`src/rtl/riscv32_lsu.sv`:
```
// riscv32_lsu: byte/half/word load-store unit in front of a word-wide,
// 1-cycle synchronous-read data memory. Sub-word stores use read-modify-write.
// Optional macro RISCV_LSU_MISALIGN_CHK_EN: misaligned H/W accesses return an
// error instead of being force-aligned.
module riscv32_lsu #(
    parameter int unsigned XLEN          = 32,
    parameter int unsigned MEM_ADDR_BITS = 16
) (
    input  logic            clock,
    input  logic            reset,
    input  logic            req_valid,
    output logic            req_ready,
    input  logic            req_wen,
    input  logic [2:0]      req_funct3,
    input  logic [XLEN-1:0] req_addr,
    input  logic [XLEN-1:0] req_wdata,
    output logic            resp_valid,
    output logic [XLEN-1:0] resp_rdata,
    output logic            resp_err,
    output logic            mem_en,
    output logic            mem_wen,
    output logic [XLEN-1:0] mem_addr,
    output logic [XLEN-1:0] mem_wdata,
    input  logic [XLEN-1:0] mem_rdata
);

    typedef enum logic [2:0] {
        S_IDLE, S_RD, S_RD_DATA, S_WR, S_ERR, S_RESP
    } state_t;

    state_t                   r_state;
    state_t                   w_state_next;
    logic [MEM_ADDR_BITS-1:0] r_addr;
    logic [2:0]               r_funct3;
    logic                     r_wen;
    logic [XLEN-1:0]          r_wdata;
    logic [XLEN-1:0]          r_resp_rdata;
    logic                     r_resp_err;

    logic                     w_accept;
    logic                     w_illegal;
    logic                     w_misalign;
    logic [MEM_ADDR_BITS-1:0] w_addr_capt;
    logic [7:0]               w_byte;
    logic [15:0]              w_half;
    logic [XLEN-1:0]          w_load_data;
    logic [XLEN-1:0]          w_merge_data;
    logic                     w_unused;

    assign w_accept = req_valid && (r_state == S_IDLE);
    assign w_unused = ^req_addr[XLEN-1:MEM_ADDR_BITS];

    // Decode illegal funct3 for loads and stores
    always_comb begin
        w_illegal = 1'b0;
        if (req_wen) begin
            w_illegal = req_funct3[2] || (req_funct3[1:0] == 2'b11);
        end else begin
            w_illegal = (req_funct3 == 3'b011) || (req_funct3[2:1] == 2'b11);
        end
    end

    // Clear address bits below the access size; misalignment detection is optional
    always_comb begin
        w_addr_capt = req_addr[MEM_ADDR_BITS-1:0];
        w_misalign  = 1'b0;
        case (req_funct3[1:0])
            2'b01: w_addr_capt[0]   = 1'b0;
            2'b10: w_addr_capt[1:0] = 2'b00;
            default: ;
        endcase
`ifdef RISCV_LSU_MISALIGN_CHK_EN
        case (req_funct3[1:0])
            2'b01:   w_misalign = req_addr[0];
            2'b10:   w_misalign = |req_addr[1:0];
            default: w_misalign = 1'b0;
        endcase
`endif
    end

    // Lane selection, load extension and sub-word store merge
    always_comb begin
        case (r_addr[1:0])
            2'b00:   w_byte = mem_rdata[7:0];
            2'b01:   w_byte = mem_rdata[15:8];
            2'b10:   w_byte = mem_rdata[23:16];
            default: w_byte = mem_rdata[31:24];
        endcase
        w_half = r_addr[1] ? mem_rdata[31:16] : mem_rdata[15:0];

        case (r_funct3)
            3'b000:  w_load_data = {{24{w_byte[7]}}, w_byte};
            3'b001:  w_load_data = {{16{w_half[15]}}, w_half};
            3'b100:  w_load_data = {24'h0, w_byte};
            3'b101:  w_load_data = {16'h0, w_half};
            default: w_load_data = mem_rdata;
        endcase

        w_merge_data = mem_rdata;
        if (r_funct3[1:0] == 2'b00) begin
            case (r_addr[1:0])
                2'b00:   w_merge_data[7:0]   = r_wdata[7:0];
                2'b01:   w_merge_data[15:8]  = r_wdata[7:0];
                2'b10:   w_merge_data[23:16] = r_wdata[7:0];
                default: w_merge_data[31:24] = r_wdata[7:0];
            endcase
        end else if (r_addr[1]) begin
            w_merge_data[31:16] = r_wdata[15:0];
        end else begin
            w_merge_data[15:0] = r_wdata[15:0];
        end
    end

    // State register
    always_ff @(posedge clock) begin
        if (reset) begin
            r_state <= S_IDLE;
        end else begin
            r_state <= w_state_next;
        end
    end

    // Next-state logic
    always_comb begin
        w_state_next = r_state;
        case (r_state)
            S_IDLE: begin
                if (w_accept) begin
                    if (w_illegal || w_misalign)                  w_state_next = S_ERR;
                    else if (req_wen && (req_funct3 == 3'b010))  w_state_next = S_WR;
                    else                                          w_state_next = S_RD;
                end
            end
            S_RD:      w_state_next = S_RD_DATA;
            S_RD_DATA: w_state_next = r_wen ? S_WR : S_RESP;
            S_WR:      w_state_next = S_RESP;
            S_ERR:     w_state_next = S_RESP;
            S_RESP:    w_state_next = S_IDLE;
            default:   w_state_next = S_IDLE;
        endcase
    end

    // Outputs decoded from state and captured request only
    always_comb begin
        req_ready  = (r_state == S_IDLE);
        resp_valid = (r_state == S_RESP);
        mem_en     = 1'b0;
        mem_wen    = 1'b0;
        mem_addr   = '0;
        mem_wdata  = '0;
        resp_rdata = r_resp_rdata;
        resp_err   = r_resp_err;
        if ((r_state == S_RD) || (r_state == S_WR)) begin
            mem_en   = 1'b1;
            mem_addr = XLEN'({r_addr[MEM_ADDR_BITS-1:2], 2'b00});
        end
        if (r_state == S_WR) begin
            mem_wen   = 1'b1;
            mem_wdata = r_wdata;
        end
    end

    // Request capture, merged-word latch and response data registers
    always_ff @(posedge clock) begin
        if (reset) begin
            r_addr       <= '0;
            r_funct3     <= '0;
            r_wen        <= 1'b0;
            r_wdata      <= '0;
            r_resp_rdata <= '0;
            r_resp_err   <= 1'b0;
        end else begin
            if (w_accept) begin
                r_addr   <= w_addr_capt;
                r_funct3 <= req_funct3;
                r_wen    <= req_wen;
                r_wdata  <= req_wdata;
            end
            case (r_state)
                S_RD_DATA: begin
                    if (r_wen) begin
                        r_wdata <= w_merge_data;
                    end else begin
                        r_resp_rdata <= w_load_data;
                        r_resp_err   <= 1'b0;
                    end
                end
                S_WR: begin
                    r_resp_rdata <= '0;
                    r_resp_err   <= 1'b0;
                end
                S_ERR: begin
                    r_resp_rdata <= '0;
                    r_resp_err   <= 1'b1;
                end
                default: ;
            endcase
        end
    end

endmodule

```
`config.mk`:
```
export PLATFORM = sky130hd
export DESIGN_NAME = riscv32_lsu
export DESIGN_NICKNAME = d
export VERILOG_FILES = /design/src/rtl/riscv32_lsu.sv
export SDC_FILE = /design/constraint.sdc
export NUM_CORES = 1
export LEC_CHECK = 0
export CORE_MARGIN = 2
export CORE_UTILIZATION = 35
export DETAILED_ROUTE_END_ITERATION = 7
export GPL_TIMING_DRIVEN = 0
export PLACE_DENSITY = 0.71
export SYNTH_ARGS = -nofsm -noshare
export SYNTH_HDL_FRONTEND = slang
export SYNTH_SLANG_ARGS = --single-unit
```
`constraint.sdc`:
```
create_clock -name clock -period 2 [get_ports clock]
set_clock_uncertainty 0.15 [all_clocks]
set_input_delay 0.4 -clock clock [delete_from_list [all_inputs] [get_ports clock]]
set_output_delay 0.4 -clock clock [all_outputs]
set_load 0.005 [all_outputs]
```
==> flow_summary.json, run 1 <==
{
  "status": "finished, violations left",
  "violations": "negative setup slack",
  "core-area_um2": 13200,
  "finalNetCount": 887,
  "setup_ws_ns": -0.269,
  "slowest_stage": "dfxtp_2",
  "grt_util_met2": 0.425,
  "hold_class": "reg -> reg",
  "busiest_layer": "met2",
  "die_y_um": 120,
  "crit_fanout": 5,
  "rsz0062_at_grt": "true",
  "insertion_delay_ns": 0.35,
  "dp_hpwl_mm": 13.5,
  "finalCriticalPeriod_ns": 2.27,
  "worstMarginPinSlew_ns": 0.737,
  "setup_viol": 62,
  "detail-route-antenna-nets": 0,
  "grt_max_degree": 15,
  "postPlaceCellArea_um2": 6680,
  "cts-htree-levels": 3,
  "ys_types": 53,
  "ir_drop_uv": 561,
  "synth_area_per_cell_um2": 8.67,
  "yosysSeqAreaShare": 0.373,
  "power.density_nw_per_um2": 902,
  "hold_buffers": 0,
  "vias_per_cell": 5.66,
  "place.port_buffers": 168,
  "hold_slack_ns": 0.301,
  "synth_area_um2": 4720,
  "crit_type": "reg -> out",
  "chipWidth_um": 120,
  "ctsLongestPathBuffers": 2,
  "gr-total-overflow": 0,
  "dieArea_um2": 14400,
  "critPathArrivalTime_ns": 1.72,
  "vias": 5449,
  "grtUsageMet1": 0.340,
  "yosysTopAreaCell": "dfxtp_1",
  "initial_utilization": 0.358,
  "worst_setup_path_start_kind": "register",
  "slew_viol_final": 0,
  "drive_gt1_frac": 0.351,
  "crit_top_cell": "buf_6",
  "relSlewSlack": 0.509,
  "synthDominantCellAreaShare": 0.373,
  "cp_cell_sequence": "buf_6 -> and2b_4 -> buf_12 -> buf_8 -> buf_6 -> and3_4 -> buf_6",
  "wl_per_cell_um": 20.4,
  "cts_buffers": 9,
  "synth_cells": 544,
  "cts.sink_count": 88,
  "yosysMostFrequentCell": "dfxtp_1",
  "async_flop_share": 0,
  "fillers": 1095,
  "power_mw": 7.27,
  "fp-row-count": 42,
  "leakage_nw": 3.28,
  "cts_tree": "built",
  "slowest_delay_ns": 0.33,
  "synth_edf_count": 0,
  "antenna_cells": 0,
  "synth_ff_type": "dfxtp_1",
  "dr.pass1.iters": 5,
  "clk_pin_slew_ns": 0.07,
  "fin_crit_sh": 1.13,
  "area_delta_synth_final_pct": 71.0,
  "maxCapViolCount": 0,
  "use_met3": 0.0471,
  "finalHoldViolCount": 0,
  "first_iter_violations": 629,
  "final_area_um2": 8060,
  "dp_cells": 905,
  "cp_data_required_time_ns": 1.45,
  "cts_root_buffer": "clkbuf_16",
  "layoutNonFillerInstCount": 963,
  "fmax_ghz": 0.441,
  "drc": 0,
  "grtUsageTotal": 0.263,
  "ios": 204,
  "tns_ns": -9.44,
  "grt_pass1_vias": 5301,
  "ys_warn_count": 0,
  "drt-total-wl_mm": 19.6,
  "gp_congestion": 0.891,
  "grt_pass1_wl_mm": 29.3,
  "ys_ff_latch": 88,
  "ys_top_cells_by_count": "88 x dfxtp_1, 70 x nand2_1, 47 x a21oi_1, 47 x and3_1, 34 x clkbuf_1",
  "antenna_found_initial": 0,
  "crit_path_end_kind": "output port",
  "ys_top_cells_by_area": "dfxtp_1 37%, and3_1 6.2%, nand2_1 5.6%"
}
metal layers:
metal,wire [um],part of all wire
met4,622,0.032
met2,9410,0.48
met1,8200,0.42
met5,0,0
met3,1400,0.071
power by group:
group | internal (mW) | switching [mW] | total (mW)
Combinational | 1.60 | 1.40 | 3.00
Sequential | 2.04 | 0.252 | 2.30
Clock | 1.22 | 0.758 | 1.98
Total | 4.86 | 2.41 | 7.27
flip-flops by register name (all words and copies together), names as in the netlist:
register / cells
resp_err: 1
r_wen: 1
resp_rdata: 32
r_state: 3
r_addr: 16
r_funct3: 3
r_wdata: 32
metrics by stage:
| stage | util | setup WS [ns] |
|---|---|---|
| global route | 0.611 | -0.302 |
| finish | 0.611 | -0.269 |
| detailed placement | 0.507 | -0.715 |
| floorplan | - | 0.0678 |
| CTS | 0.592 | -0.267 |
| global placement | 0.507 | -0.679 |
cells by family after synthesis:
group / count (synthesis) / share of synthesized area
compound gates: 181 / 0.295
simple gates: 177 / 0.197
flops: 88 / 0.373
buf+inv: 77 / 0.0836
mux: 18 / 0.0456
fa+ha+maj: 2 / 0.00530
other cells: 1 / 0.000795
repair_timing:
item	in CTS	in global routing
resized for setup	361	80
buffers inserted	35	10
setup endpoints to repair	133	131
pin swaps	16	16
cloned	4	1
cells in the final DEF (no fill, tap or decap), types with 8 or more instances in the layout:
| cell type | synthesis | routed |
|---|---|---|
| a21oi_1 | 47 | 47 |
| mux2_2 | 8 | 8 |
| o2bb2ai_1 | 23 | 22 |
| conb_1 | 1 | 18 |
| buf_6 | 3 | 64 |
| and3_4 | 0 | 37 |
| buf_2 | 12 | 14 |
| nor2_1 | 19 | 13 |
| clkbuf_1 | 34 | 11 |
| a221o_1 | 17 | 17 |
| buf_4 | 18 | 39 |
| clkbuf_16 | 0 | 11 |
| a311oi_1 | 8 | 8 |
| o221a_2 | 16 | 13 |
| o21ai_0 | 23 | 15 |
| dfxtp_1 | 88 | 84 |
| and3_1 | 47 | 10 |
| buf_8 | 0 | 10 |
| mux2i_1 | 8 | 8 |
| clkdlybuf4s50_1 | 0 | 113 |
| nand2_1 | 70 | 68 |
| clkbuf_2 | 0 | 10 |
| a22o_1 | 9 | 9 |
| nor2b_1 | 9 | 9 |
| o22ai_1 | 9 | 8 |
worst max-delay path, delay by kind of cell (launching register included):
| kind | cells | cell delay [ns] |
|---|---|---|
| buffers and inverters | 5 | 0.54 |
| and+or+nand+nor | 2 | 0.50 |
| DFF | 1 | 0.33 |
final cells by class:
cell class / instances / area, um^2 / area share
Clock inverter: 6 / 108 / 0.0133
Tap cell: 176 / 220 / 0.0273
Buffer: 66 / 558 / 0.0692
Inverter: 7 / 33.8 / 0.00419
Clock buffer: 10 / 229 / 0.0284
Multi-Input combinational cell: 396 / 3000 / 0.372
Sequential cell: 88 / 1770 / 0.219
Timing Repair Buffer: 214 / 2150 / 0.266
final timing paths:
path,slack (ns),end,from,depth (start not counted)
max,-0.27,mem_wdata[11],r_state[2],7
min,0.30,r_addr[7],r_addr[7],2
max reg2reg,-0.16,r_wdata[6],r_state[2],9
min reg2reg,0.30,r_addr[7],r_addr[7],2
No activity file was read; power rests on OpenSTA's default activity.
==> inputs of run 2 (changes only) <==
CELL_PAD_IN_SITES_DETAIL_PLACEMENT = 0   (was not set)
CELL_PAD_IN_SITES_GLOBAL_PLACEMENT = 2   (was not set)
CORE_UTILIZATION = 21   (was 35)
GPL_TIMING_DRIVEN = not set   (was 0)
PLACE_DENSITY = 0.76   (was 0.71)
==> run 2 against run 1 <==
The run still ends with negative setup slack left. Critical path depth decreased by 1. Maximum frequency rose by 5.6%. Wire length is 5.3% higher. Critical path type unchanged. Largest power group unchanged. Highest routed layer unchanged.
==> flow_summary.json, run 2 (synthesized netlist as in run 1, its figures left out) <==
{
  "dp_cells": 1009,
  "vias_per_cell": 4.79,
  "dr.pass1.iters": 5,
  "chipWidth_um": 154,
  "tns_ns": -1.86,
  "ios": 204,
  "finalNetCount": 872,
  "final_area_um2": 7860,
  "fmax_ghz": 0.465,
  "dp_slack_ns": -0.345,
  "layout_commonest_cell": "clkdlybuf4s50_1",
  "hold_class": "reg -> reg",
  "status": "finished, violations left",
  "grt_max_degree": 32,
  "gp_congestion": 0.909,
  "detail-route-antenna-nets": 0,
  "cts.sink_count": 88,
  "crit_fanout": 6,
  "crit_type": "reg -> out",
  "slowest_delay_ns": 0.34,
  "power_mw": 6.72,
  "power.share.clock": 0.255,
  "slowest_stage": "dfxtp_2",
  "finalCriticalPeriod_ns": 2.15,
  "layoutNonFillerInstCount": 1052,
  "dp_hpwl_mm": 15.6,
  "area_delta_synth_final_pct": 66.6,
  "p_int_mw": 4.36,
  "first_iter_violations": 341,
  "maxCapViolCount": 0,
  "cts_root_buffer": "clkbuf_16",
  "clk_pin_slew_ns": 0.07,
  "ir_drop_uv": 363,
  "cp_cell_sequence": "and2b_4 -> buf_12 -> buf_12 -> buf_6 -> and3_4 -> buf_6",
  "relSlewSlack": 0.651,
  "setup_ws_ns": -0.148,
  "die_y_um": 154,
  "core-area_um2": 22000,
  "crit_path_end_kind": "output port",
  "hold_slack_ns": 0.300,
  "place.port_buffers": 169,
  "power.density_nw_per_um2": 855,
  "drive_gt1_frac": 0.308,
  "worst_setup_path_start_kind": "register",
  "fillers": 2250,
  "power_frac_comb": 0.411,
  "violations": "negative setup slack",
  "leakage_nw": 3.32,
  "antenna_found_initial": 0,
  "vias": 5044,
  "worstMarginPinSlew_ns": 0.520,
  "switching_share": 0.352,
  "seq_power_share": 0.334,
  "holdPathStages": 2,
  "postPlaceCellArea_um2": 7060,
  "fin_crit_sh": 1.07,
  "critPathArrivalTime_ns": 1.60,
  "dieArea_um2": 23700,
  "setup_viol": 25,
  "hold_buffers": 0,
  "cts_tree": "built",
  "initial_utilization": 0.215,
  "fp-row-count": 54,
  "antenna_cells": 0,
  "grtUsageTotal": 0.167,
  "fin_util": 0.358,
  "cp_data_required_time_ns": 1.45,
  "grt_pass1_vias": 4879,
  "cts_buffers": 9,
  "grt_pass1_wl_mm": 29.9,
  "cts-htree-levels": 3,
  "slew_viol_final": 0,
  "wl_per_cell_um": 19.7,
  "gr-total-overflow": 0,
  "ctsLongestPathBuffers": 2,
  "switching_power_mw": 2.36,
  "finalHoldViolCount": 0,
  "rrSetupSlack_ns": 0.02,
  "drt-total-wl_mm": 20.7,
  "insertion_delay_ns": 0.35,
  "r2r_cells": 5,
  "layout_common_cells": "114 x clkdlybuf4s50_1, 85 x dfxtp_1, 76 x buf_4, 69 x nand2_1, 47 x a21oi_1",
  "rsz0062_at_grt": "true",
  "drc": 0
}
-- run 2: changes by cell type in the layout (fill, tap and decap cells not counted), sizes merged --
cell	before	now
dlymetal6s2s	0	12
inv	5	9
clkbuf	41	17
clkdlybuf4s15	0	8
clkdlybuf4s50	113	114
dlygate4sd2	5	3
buf	131	119
clkinv	2	4
bufinv	3	0
clkinvlp	3	2
-- run 2: path summary, 6_finish.rpt --
kind,from,endpoint
worst max-delay path,r_state[2],mem_wdata[13]
worst min-delay path,r_addr[4],r_addr[4]
worst max register to register,r_state[0],r_wdata[11]
worst min register to register,r_addr[4],r_addr[4]
-- run 2: power by group through the flow --
stage	clock [mW]	sequential, mW	combinational (mW)
6_report	1.71	2.25	2.76
4_1_cts	1.75	2.25	2.58
3_3_place_gp	0	2.27	2.31
3_5_place_dp	0	2.27	2.34
5_1_grt	1.82	2.28	2.97
2_1_floorplan	0	2.23	1.23
-- run 2: layout make-up --
class | instances | area [um^2] | share of cell area
inverters | 7 | 30.0 | 0.00382
clock buffers | 9 | 225 | 0.0287
flip-flops and latches | 88 | 1770 | 0.225
repair inverters | 1 | 7.51 | 0.000955
well taps | 280 | 350 | 0.0446
multi-input cells | 396 | 2850 | 0.363
repair buffers | 264 | 2550 | 0.325
clock inverters | 7 | 71.3 | 0.00908
-- run 2: critical path, delay by kind of cell, from the launching register on --
| kind | cells | cell delay [ns] |
|---|---|---|
| flops | 1 | 0.34 |
| simple gates | 2 | 0.50 |
| buf+inv | 4 | 0.41 |
-- run 2: metal layers --
layer  GRT usage  routed length (um)
met1       0.217                9230
met2       0.276                9970
met4      0.0512                 403
met5           0                   0
met3      0.0361                1070
-- run 2: repair_timing --
action                     in CTS  in global routing
gates resized for setup       179                 60
setup buffers                  13                 15
cloned                          3                  1
pin swaps                       5                 13
setup endpoints to repair      78                 84
==> inputs of run 3 (changes only) <==
PLACE_DENSITY = 0.79   (was 0.76)
==> run 3 against run 2 <==
The flow still finishes with violations (negative setup slack). Clock power hardly changed. Combinational power is 8.0% higher. Register-to-register slack better by 0.03 ns. Utilization is 1.2 points higher. Largest cell class unchanged.
==> flow_summary.json, run 3 (synthesized netlist as in run 1, its figures left out) <==
{
  "status": "finished, violations left",
  "violations": "negative setup slack",
  "finalHoldViolCount": 0,
  "finalCriticalPeriod_ns": 2.14,
  "cp_data_required_time_ns": 1.45,
  "finalNetCount": 881,
  "ir_drop_uv": 413,
  "crit_fanout": 8,
  "dp_cells": 1014,
  "rrSetupSlack_ns": 0.05,
  "gr-total-overflow": 0,
  "drt-total-wl_mm": 20.7,
  "hold_class": "reg -> reg",
  "grt_max_degree": 42,
  "worstMarginPinSlew_ns": 0.534,
  "rsz0062_at_grt": "true",
  "fp-row-count": 54,
  "maxCapViolCount": 0,
  "cts_tree": "built",
  "cts.sink_count": 88,
  "initial_utilization": 0.215,
  "layout_commonest_cell": "clkdlybuf4s50_1",
  "setup_viol": 31,
  "chipWidth_um": 154,
  "grt_pass1_wl_mm": 30.3,
  "layout_common_cells": "118 x clkdlybuf4s50_1, 84 x dfxtp_1, 76 x buf_4, 69 x nand2_1, 46 x a21oi_1",
  "area_delta_synth_final_pct": 71.9,
  "vias": 5115,
  "die_y_um": 154,
  "insertion_delay_ns": 0.35,
  "fin_crit_sh": 1.07,
  "setup_ws_ns": -0.140,
  "ctsLongestPathBuffers": 2,
  "grtUsageTotal": 0.168,
  "worst_setup_path_start_kind": "register",
  "grt_pass1_vias": 5061,
  "hold_slack_ns": 0.304,
  "fillers": 2259,
  "cts_root_buffer": "clkbuf_16",
  "crit_path_end_kind": "output port",
  "layoutNonFillerInstCount": 1062,
  "ios": 204,
  "leakage_nw": 3.28,
  "detail-route-antenna-nets": 0,
  "first_iter_violations": 323,
  "clk_pin_slew_ns": 0.07,
  "critPathArrivalTime_ns": 1.59,
  "slew_viol_final": 0,
  "wl_per_cell_um": 19.5,
  "antenna_found_initial": 1,
  "crit_type": "reg -> out",
  "dr.pass1.iters": 4,
  "vias_per_cell": 4.82,
  "gp_congestion": 0.887,
  "cts-htree-levels": 3,
  "relSlewSlack": 0.644,
  "power_mw": 6.96,
  "drc": 0,
  "fmax_ghz": 0.467,
  "core-area_um2": 22000,
  "cts_buffers": 9,
  "power.density_nw_per_um2": 858,
  "dieArea_um2": 23700,
  "dp_hpwl_mm": 15.2,
  "place.port_buffers": 169,
  "drive_gt1_frac": 0.341
}
## run 3: cell count changes in the layout (fill, tap and decap cells not counted), sizes merged, moves of 2 or more
cell           delta
buf              +19
clkbuf            -2
clkdlybuf4s15     -7
clkdlybuf4s50     +4
clkinvlp          +2
dlygate4sd2       +6
dlymetal6s2s     -12
## run 3: through the flow
stage / setup TNS, ns / instance area [um^2] / utilization / worst slack [ns]
6_report: -2.80 / 8110 / 0.369 / -0.140
5_1_grt: -4.33 / 8110 / 0.369 / -0.184
4_1_cts: -4.67 / 7930 / 0.361 / -0.206
3_5_place_dp: -19.89 / 7080 / 0.323 / -0.349
3_3_place_gp: -19.94 / 7080 / 0.323 / -0.337
2_1_floorplan: 0 / 4780 / - / 0.0678
## run 3: where the power goes
| group | total, mW | leakage (nW) | internal, mW | switching [mW] |
|---|---|---|---|---|
| registers | 2.26 | 0.721 | 2.05 | 0.213 |
| clock network | 1.72 | 0.145 | 0.887 | 0.836 |
| logic | 2.98 | 2.41 | 1.60 | 1.38 |
## run 3: critical path: stages (launching register included)
cell and delay (ns):
dfxtp_4 0.35, and2b_4 0.28, buf_6 0.12, buf_12 0.11, buf_16 0.12, and3_4 0.17, buf_6 0.09
## run 3: area by class of cell
class | instances | area (um^2) | area share
Antenna cell | 1 | 2.50 | 0.000309
Clock buffer | 9 | 225 | 0.0278
Clock inverter | 7 | 75.1 | 0.00926
Inverter | 7 | 33.8 | 0.00417
Multi-Input combinational cell | 396 | 2960 | 0.365
Sequential cell | 88 | 1770 | 0.218
Tap cell | 280 | 350 | 0.0432
Timing Repair Buffer | 273 | 2680 | 0.331
Timing Repair inverter | 1 | 7.51 | 0.000926
## run 3: repair_timing
item	4_1_cts	5_1_grt
gates cloned	5	3
setup buffers	22	4
setup endpoints to repair	85	83
hold buffers	0	0
pin swaps	27	17
resized for setup	265	33
## run 3: path summary, 6_finish.rpt
path                            startpoint      endpoint  cells past startpoint
worst max-delay path            r_state[2]  mem_wdata[6]                      6
worst min register to register   r_addr[9]     r_addr[9]                      2
worst max register to register  r_state[1]   r_wdata[23]                      8
worst min-delay path             r_addr[9]     r_addr[9]                      2
## run 3: layer usage
metal	routed length [um]	vias to the layer above	global-route usage
met5	0	-	0
met4	705	0	0.0743
met3	1010	33	0.0333
met2	9620	177	0.266
met1	9350	2429	0.221
li1	-	2476	-
